==> src/rtl/ctrl_pkg.sv <==
`default_nettype none
// ============================================================================
// Module      : ctrl_pkg
// Description : Opcode keys, ALU/jump codes, control word and FSM states
//               shared by the ID-stage decoder and the ID/EX pipeline.
// Revision    : 1.0 - initial release
// ============================================================================
package ctrl_pkg;

    // Opcode keys are inst[6:2]
    localparam logic [4:0] OP_R      = 5'b01100;
    localparam logic [4:0] OP_IMM    = 5'b00100;
    localparam logic [4:0] OP_LOAD   = 5'b00000;
    localparam logic [4:0] OP_STORE  = 5'b01000;
    localparam logic [4:0] OP_LUI    = 5'b01101;
    localparam logic [4:0] OP_BRANCH = 5'b11000;
    localparam logic [4:0] OP_AUIPC  = 5'b00101;
    localparam logic [4:0] OP_JAL    = 5'b11011;
    localparam logic [4:0] OP_JALR   = 5'b11001;
    localparam logic [4:0] OP_FENCE  = 5'b00011;
    localparam logic [4:0] OP_SYSTEM = 5'b11100;

    localparam logic [1:0] ALU_ADD = 2'b00;
    localparam logic [1:0] ALU_BR  = 2'b01;
    localparam logic [1:0] ALU_FN  = 2'b10;
    localparam logic [1:0] ALU_LUI = 2'b11;

    localparam logic [1:0] JMP_NONE = 2'b00;
    localparam logic [1:0] JMP_JAL  = 2'b01;
    localparam logic [1:0] JMP_JALR = 2'b10;

    typedef struct packed {
        logic       memread;
        logic       memtoreg;
        logic       memwrite;
        logic       alusrc;
        logic       regwrite;
        logic [1:0] aluop;
        logic [1:0] jump;
        logic       auipc;
        logic       jal;
        logic       branch;
    } ctrl_t;

    localparam ctrl_t CTRL_NOP = '0;

    typedef enum logic [0:0] {
        ST_RUN  = 1'b0,
        ST_HALT = 1'b1
    } state_t;

endpackage : ctrl_pkg
`default_nettype wire

==> src/rtl/ctrl_decode.sv <==
`default_nettype none
// ============================================================================
// Module      : ctrl_decode
// Description : Combinational opcode decoder producing the control word and
//               source-register usage flags.
// Revision    : 1.0 - initial release
// ============================================================================
module ctrl_decode
    import ctrl_pkg::*;
(
    input  logic [6:0] i_opcode,
    output ctrl_t      o_ctrl,
    output logic       o_uses_rs1,
    output logic       o_uses_rs2,
    output logic       o_illegal
);

    always_comb begin
        o_ctrl     = CTRL_NOP;
        o_uses_rs1 = 1'b0;
        o_uses_rs2 = 1'b0;
        o_illegal  = 1'b0;
        if (i_opcode[1:0] != 2'b11) begin
            o_illegal = 1'b1;
        end else begin
            case (i_opcode[6:2])
                OP_R: begin
                    o_ctrl.regwrite = 1'b1;
                    o_ctrl.aluop    = ALU_FN;
                    o_uses_rs1      = 1'b1;
                    o_uses_rs2      = 1'b1;
                end
                OP_IMM: begin
                    o_ctrl.alusrc   = 1'b1;
                    o_ctrl.regwrite = 1'b1;
                    o_ctrl.aluop    = ALU_FN;
                    o_uses_rs1      = 1'b1;
                end
                OP_LOAD: begin
                    o_ctrl.memread  = 1'b1;
                    o_ctrl.memtoreg = 1'b1;
                    o_ctrl.alusrc   = 1'b1;
                    o_ctrl.regwrite = 1'b1;
                    o_ctrl.aluop    = ALU_ADD;
                    o_uses_rs1      = 1'b1;
                end
                OP_STORE: begin
                    o_ctrl.memwrite = 1'b1;
                    o_ctrl.alusrc   = 1'b1;
                    o_ctrl.aluop    = ALU_ADD;
                    o_uses_rs1      = 1'b1;
                    o_uses_rs2      = 1'b1;
                end
                OP_LUI: begin
                    o_ctrl.alusrc   = 1'b1;
                    o_ctrl.regwrite = 1'b1;
                    o_ctrl.aluop    = ALU_LUI;
                end
                OP_BRANCH: begin
                    o_ctrl.aluop  = ALU_BR;
                    o_ctrl.branch = 1'b1;
                    o_uses_rs1    = 1'b1;
                    o_uses_rs2    = 1'b1;
                end
                OP_AUIPC: begin
                    o_ctrl.alusrc   = 1'b1;
                    o_ctrl.regwrite = 1'b1;
                    o_ctrl.aluop    = ALU_FN;
                    o_ctrl.auipc    = 1'b1;
                end
                OP_JAL: begin
                    o_ctrl.regwrite = 1'b1;
                    o_ctrl.jump     = JMP_JAL;
                    o_ctrl.jal      = 1'b1;
                end
                OP_JALR: begin
                    o_ctrl.alusrc   = 1'b1;
                    o_ctrl.regwrite = 1'b1;
                    o_ctrl.jump     = JMP_JALR;
                    o_ctrl.jal      = 1'b1;
                    o_uses_rs1      = 1'b1;
                end
                OP_FENCE, OP_SYSTEM: begin
                    o_ctrl = CTRL_NOP;
                end
                default: begin
                    o_illegal = 1'b1;
                end
            endcase
        end
    end

endmodule : ctrl_decode
`default_nettype wire

==> src/rtl/ctrl_decode_pipe.sv <==
`default_nettype none
// ============================================================================
// Module      : ctrl_decode_pipe
// Description : ID-stage decode with ID/EX control register, load-use stall,
//               branch flush, sticky SYSTEM halt and saturating stall counter.
// Revision    : 1.0 - initial release
// ============================================================================
module ctrl_decode_pipe
    import ctrl_pkg::*;
#(
    parameter int N         = 32,
    parameter int CNT_W     = 16,
    parameter bit HAZARD_EN = 1'b1
) (
    input  logic             clk,
    input  logic             rst_n,
    input  logic             id_valid,
    input  logic [N-1:0]     inst,
    input  logic             flush,
    output logic             stall,
    output logic             ex_valid,
    output logic             ex_illegal,
    output logic             ex_branch,
    output logic             ex_jal,
    output logic             ex_auipc,
    output logic             ex_memread,
    output logic             ex_memtoreg,
    output logic             ex_memwrite,
    output logic             ex_alusrc,
    output logic             ex_regwrite,
    output logic [1:0]       ex_aluop,
    output logic [1:0]       ex_jump,
    output logic [4:0]       ex_rd,
    output logic             halted,
    output logic [CNT_W-1:0] stall_cnt
);

    localparam logic [CNT_W-1:0] c_CNT_ONE = CNT_W'(1);

    ctrl_t             w_dec_ctrl;
    logic              w_uses_rs1;
    logic              w_uses_rs2;
    logic              w_illegal;
    logic              w_is_system;
    logic              w_hazard;
    logic              w_run;
    logic              w_load;
    logic              w_unused_inst;
    state_t            r_state;
    state_t            w_state_next;
    ctrl_t             r_ctrl;
    ctrl_t             w_ctrl_next;
    logic              r_valid;
    logic              w_valid_next;
    logic              r_illegal;
    logic              w_illegal_next;
    logic [4:0]        r_rd;
    logic [4:0]        w_rd_next;
    logic [CNT_W-1:0]  r_stall_cnt;

    ctrl_decode u_decode (
        .i_opcode   (inst[6:0]),
        .o_ctrl     (w_dec_ctrl),
        .o_uses_rs1 (w_uses_rs1),
        .o_uses_rs2 (w_uses_rs2),
        .o_illegal  (w_illegal)
    );

    assign w_unused_inst = ^{inst[N-1:25], inst[14:12]};
    assign w_is_system   = !w_illegal && (inst[6:2] == OP_SYSTEM);

    // Only a load already in EX can create a hazard; r_rd is zero for non-writers
    assign w_hazard = HAZARD_EN && id_valid && r_valid && r_ctrl.memread
                      && (r_rd != 5'd0)
                      && ((w_uses_rs1 && (inst[19:15] == r_rd))
                          || (w_uses_rs2 && (inst[24:20] == r_rd)));

    assign w_run  = (r_state == ST_RUN);
    assign stall  = (w_run && w_hazard && !flush) || !w_run;
    assign w_load = w_run && !flush && !w_hazard && id_valid;

    always_comb begin
        w_state_next = r_state;
        case (r_state)
            ST_RUN:  if (w_load && w_is_system) w_state_next = ST_HALT;
            ST_HALT: w_state_next = ST_HALT;
            default: w_state_next = ST_RUN;
        endcase
    end

    always_ff @(posedge clk) begin
        if (!rst_n) r_state <= ST_RUN;
        else        r_state <= w_state_next;
    end

    always_comb begin
        w_ctrl_next    = CTRL_NOP;
        w_valid_next   = 1'b0;
        w_illegal_next = 1'b0;
        w_rd_next      = 5'd0;
        if (w_load) begin
            w_ctrl_next    = w_dec_ctrl;
            w_valid_next   = 1'b1;
            w_illegal_next = w_illegal;
            w_rd_next      = w_dec_ctrl.regwrite ? inst[11:7] : 5'd0;
        end
    end

    always_ff @(posedge clk) begin
        if (!rst_n) begin
            r_ctrl    <= CTRL_NOP;
            r_valid   <= 1'b0;
            r_illegal <= 1'b0;
            r_rd      <= 5'd0;
        end else begin
            r_ctrl    <= w_ctrl_next;
            r_valid   <= w_valid_next;
            r_illegal <= w_illegal_next;
            r_rd      <= w_rd_next;
        end
    end

    always_ff @(posedge clk) begin
        if (!rst_n) begin
            r_stall_cnt <= '0;
        end else if (stall && (r_stall_cnt != {CNT_W{1'b1}})) begin
            r_stall_cnt <= r_stall_cnt + c_CNT_ONE;
        end
    end

    assign ex_valid    = r_valid;
    assign ex_illegal  = r_illegal;
    assign ex_branch   = r_ctrl.branch;
    assign ex_jal      = r_ctrl.jal;
    assign ex_auipc    = r_ctrl.auipc;
    assign ex_memread  = r_ctrl.memread;
    assign ex_memtoreg = r_ctrl.memtoreg;
    assign ex_memwrite = r_ctrl.memwrite;
    assign ex_alusrc   = r_ctrl.alusrc;
    assign ex_regwrite = r_ctrl.regwrite;
    assign ex_aluop    = r_ctrl.aluop;
    assign ex_jump     = r_ctrl.jump;
    assign ex_rd       = r_rd;
    assign halted      = (r_state == ST_HALT);
    assign stall_cnt   = r_stall_cnt;

endmodule : ctrl_decode_pipe
`default_nettype wire

==> config.mk <==
export PLATFORM = sky130hd
export DESIGN_NAME = ctrl_decode_pipe
export DESIGN_NICKNAME = d
export VERILOG_FILES = /design/src/rtl/ctrl_pkg.sv /design/src/rtl/ctrl_decode.sv /design/src/rtl/ctrl_decode_pipe.sv
export SDC_FILE = /design/constraint.sdc
export NUM_CORES = 1
export LEC_CHECK = 0
export CAP_MARGIN = 5
export CORE_UTILIZATION = 40
export CTS_BUF_LIST = sky130_fd_sc_hd__clkbuf_4 sky130_fd_sc_hd__clkbuf_8
export DETAILED_ROUTE_END_ITERATION = 8
export PLACE_DENSITY = 0.77
export SLEW_MARGIN = 20
export SYNTH_ARGS = -nofsm -noshare
export SYNTH_HDL_FRONTEND = slang
export SYNTH_SLANG_ARGS = --single-unit
==> constraint.sdc <==
create_clock -name clk -period 3.6 [get_ports clk]
set_clock_uncertainty 0.1 [all_clocks]
set_input_delay 0.72 -clock clk [delete_from_list [all_inputs] [get_ports clk]]
set_output_delay 0.72 -clock clk [all_outputs]
set_load 0.03 [all_outputs]
* Yosys cells after proc, flatten, opt, wreduce, memory -nomap -nowiden *
Index checks and enable logic that the tools add are counted.

cells by class
  add/sub/neg operators = 1
  eq/ne operators = 14
  muxes and demuxes = 19
  bitwise operators = 3
  reductions and logical operators = 31

operator list
  kind                                            number
  == test 5 bit (second input constant)           4
  adder 16 x 1 -> 16 bit (second input constant)  1
  inequality test 16 bit (second input constant)  1
  == test 5 x 4 -> 1 bit (second input constant)  3
  logical AND 1 bit                               14
  two-way mux 1 bit                               14
  OR reduction 6 bit                              2
  OR reduction 11 bit                             1
  == test 5 x 3 -> 1 bit (second input constant)  2
  == test 5 bit                                   2
  OR reduction 3 bit                              3
  two-way mux 8 bit                               1
  OR reduction 7 bit                              1
  case mux 2 bit (3 select lines)                 1
  == test 5 x 2 -> 1 bit (second input constant)  1
  logical NOT 5 bit                               1
  nonzero test 5 bit                              1
  case mux 2 bit (2 select lines)                 1
  logical NOT 1 bit                               3
  NOT 1 bit                                       3
  AND reduction 3 bit                             1
  logical OR 1 bit                                2
  two-way mux 2 bit                               1
  inequality test 2 bit (second input constant)   1
  3 further kinds                                 3

word-level totals
  register bits = 36
  input port bits = 36
  output and inout bits = 37
  logic and storage cells = 83

* Longest topological paths before layout *
  depth in word-level cells = 13
  mapped depth = 9

* Cells and area by module *
A second synthesis with hierarchy kept.

unflattened totals
  cells, all modules = 205
  area, all modules = 1,749.2 um2

by module, submodules not included
  module            instances  cells an instance  area each (um2)  sequential area each (um2)
  ctrl_decode_pipe  1          163                1,490.2          720.7
  ctrl_decode       1          42                 259.0            0.0

* Worst setup path before layout *
No wires, ideal clock.

  kind = input -> output
  start = in inst[3]
  end = out stall
  arrival = 2.251 ns
  setup slack = 0.529 ns
  stages on the path = 5
  path buffers = 1
  cell sequence = buf_6 nand3b_1 nor4_1 a22oi_1 o31ai_1

between the ends
  cells in the longest elaborated chain, start to end = 10
  elaborated cells between the ends (all ways) = 19
  classes of those cells = eq/ne (5); mux (4); reduce/logical (10)

RTL lines
  what                                                                              line                                            RTL
  start, declared                                                                   ctrl_decode_pipe.sv:18                          input logic [N-1:0] inst,
  == test 5 x 4 -> 1 bit, or another cell as far along                              ctrl_decode.sv:26                               case (i_opcode[6:2])
  OR reduction 6 bit (no source line) / OR reduction 3 bit (equally long branches)  n/a
  two-way mux 1 bit                                                                 ctrl_decode.sv:26
  two-way mux 1 bit                                                                 ctrl_decode.sv:23                               if (i_opcode[1:0] != 2'b11) begin
  logical AND 1 bit (on tied branches)                                              ctrl_decode_pipe.sv:75, ctrl_decode_pipe.sv:76
  logical OR 1 bit *                                                                ctrl_decode_pipe.sv:76                          || (w_uses_rs2 && (inst[24:20] == r_rd)));
  logical AND 1 bit *                                                               ctrl_decode_pipe.sv:75                          && ((w_uses_rs1 && (inst[19:15] == r_rd))
  logical AND 1 bit * (2 in series)                                                 ctrl_decode_pipe.sv:79                          assign stall = (w_run && w_hazard && !flush) || !w_run;
  logical OR 1 bit *                                                                ctrl_decode_pipe.sv:79
  end, declared                                                                     ctrl_decode_pipe.sv:20                          output logic stall,

Every way passes the cells marked *; elsewhere a longest branch is shown, timed or not.

* Final worst setup path *
  start = in inst[6]
  end = out stall

The elaborated chain is that of the path after synthesis.

==> flow_summary.ini <==
[hold_path]
hold_end = stall_cnt[9]
holdCritPathClass = reg2reg
min_from = stall_cnt[9]
min_path_cells = 2

[timing]
finalHoldViolCount = 0
max-slew-margin-rel_pct = 46.5
fmax_mhz = 291
finalCritPeriodShare_pct = 95.6
slew_violations = 0
rsz0062_at_grt = no
tightest_slew_ps = 802
fin_setup_tns_ps = 0
fin_ws_ps = 158
setup-violations-final = 0
period_minus_slack_ps = 3440

[floorplanning]
die_w_um = 66.8
die_h_um = 66.8
die-area_um2 = 4460
core_um2 = 4000
rows = 23
top_level_ports = 73
initial_core_util_pct = 41.9

[synth]
synthCells = 193
synthArstFlopShare_pct = 0
syn_avg_cell_area_um2 = 8.69
ys_seq_area_share_pct = 41.8
synth_edf_count = 0
ys.flop_type = dfxtp_1
synth_top_cell_area_share_pct = 41.8
syn-num-nets = 230
yosys-top-cells-area = dfxtp_1 (42%), a21oi_1 (5.1%), xor2_1 (4.7%), or4_1 (3.6%), nor2_1 (3.1%)
yosys.area.top_type = dfxtp_1
yosys_warnings = 0
synth_cell_type_count = 43
synth_area_um2 = 1680
ys_seq_elements = 35

[critical_path]
path_class = in2out
worstPathArrival_ps = 2620
rr_worst_depth = 7
worstReg2RegEnd = stall_cnt[14]
ff2ff_setup_slack_ps = 770
end_kind = output port
reg2reg_from = stall_cnt[0]
cp-start-kind = input pin
crit_fanout = 7
crit_required_ps = 2780

[global_routing]
grt-busiest-layer = met2
grt_pass1_vias = 1447
grt_max_degree = 28
track_usage_pct = 18.9
globalRouteMet3Util_pct = 3.77
overflow = 0
antenna_found_initial = 0
grt_util_met2_pct = 31.9
groute.layer.met1.usage_pct = 23.0
grt_pass1_wl_um = 6350

[final_layout]
drive_above_1_share_pct = 7.36
most-common-layout-cells = clkdlybuf4s50_1 (61), dfxtp_1 (35), a21oi_1 (17)
final_common_cell = clkdlybuf4s50_1
syn_to_final_growth_pct = 45.3
num-fill-cells = 368
multiInputGateArea_um2 = 897
diodes = 0
regArea_um2 = 701
final_nets = 295

[run]
maxCapViolCount = 0

[cts]
clkLatencyLatePin_ps = 290
root_buffer = clkbuf_8
cts_setup_buffers = 0
htree_levels = 2
cts.clk_slew.worst_paths_ps = 70
clockBufferDepth = 2
cts_made_buffers = 5
clock-sinks = 35
cts_resized = 0
cts_hold_buf = 0
cts_tree = built

[power]
leakagePower_nw = 0.863
combPwrFrac_pct = 9.7
power_mw = 0.748
p_seq_share_pct = 52.1
clkPwrFrac_pct = 38.2
pwr_density_cell_nw_per_um2 = 307
peakVddDrop_uv = 203
p_sw_mw = 0.168
power.internal_mw = 0.580
sw_frac_of_total_pct = 22.4

[routing]
post_drt_wl_per_cell_um = 12.8
drtIter0Drc = 107
drc = 0
drt-pass1-iter-count = 6
wl_um = 3960
detail-route-antenna-nets = 0
avgViaCountPerCell = 5.23
vias = 1611

[place]
port_buffers = 62
place_worst_setup_slack_ps = 171
dpl.hpwl_um = 2870
gp_congestion = 0.780

[outcome]
status = finished clean
## state kept, by name, indices dropped and copies added (netlist names), 2 cells and up
name	flops
ex_jump	2
stall_cnt	16
ex_rd	5
ex_aluop	2
## cell usage after synthesis (all sizes together) (2+ instances only)
| master | number |
|---|---|
| nand2b | 3 |
| o21ai | 8 |
| nor4 | 7 |
| nand3 | 6 |
| nor3b | 3 |
| or2 | 2 |
| nand3b | 3 |
| nor3 | 5 |
| dfxtp | 35 |
| nor2 | 14 |
| or4 | 8 |
| o31ai | 7 |
| and3 | 2 |
| xnor2 | 2 |
| clkbuf | 4 |
| inv | 6 |
| nand2 | 11 |
| xor2 | 9 |
| mux2i | 2 |
| a21boi | 2 |
| and2 | 8 |
| or4b | 2 |
| buf | 6 |
| or3 | 5 |
| a21oi | 17 |
| a311oi | 2 |
## per-stage QoR
stage | std cells | hold WS [ps] | instance area [um^2] | utilization [%]
floorplan | 193 | 498 | 1680 | -
global placement | 301 | 384 | 2350 | 58.7
detailed placement | 301 | 390 | 2350 | 58.7
CTS | 308 | 401 | 2440 | 60.9
global route | 308 | 425 | 2440 | 60.9
finish | 308 | 403 | 2440 | 60.9
## cell type report
cell class	instances	share of cell area [%]
multi-input combinational	141	36.8
inverter	7	1.08
clock buffer	6	3.39
tap	50	2.57
sequential	35	28.7
clock inverter	1	0.205
timing repair buffer	68	27.2
## worst max-delay path, stage by stage
cell and delay, ps:
clkdlybuf4s50_1 510, a21bo_1 210, nor4_1 310, a22oi_1 210, o31ai_1 420, buf_4 250
## worst max path at each step
stage	cells past startpoint	slack, ps	end	from
3_3_place_gp	6	230	stall	inst[4]
6_report	6	160	stall	inst[6]
5_1_grt	6	20	stall	inst[4]
2_1_floorplan	5	530	stall	inst[3]
4_1_cts	6	170	stall	inst[4]
3_5_place_dp	6	170	stall	inst[4]
## logic make-up after synthesis
logic type                 Yosys count  synth area share (%)
and+or+nand+nor                     83                  28.3
AOI/OAI and AO/OA                   44                  17.4
DFF                                 35                  41.8
buffers and inverters               17                  4.77
xor gates and xnor gates            11                  5.74
muxes                                2                  1.19
adders and majority gates            1                 0.746
## power by group through the flow
stage	clock, mW	combinational (mW)	sequential [mW]
after floorplan	0	0.0281	0.401
after global placement	0	0.0709	0.398
after detailed placement	0	0.0716	0.398
after CTS	0.294	0.0722	0.389
after global routing	0.311	0.0779	0.389
final	0.286	0.0724	0.389
## per-layer routing
metal	routed length (um)	part of all wire (%)	vias to the layer above
li1	-	-	828
met1	1820	46	739
met2	1890	48	39
met3	200	5.1	5
met4	44	1.1	0
met5	0	0	-
(Power assumes the default switching activity.)
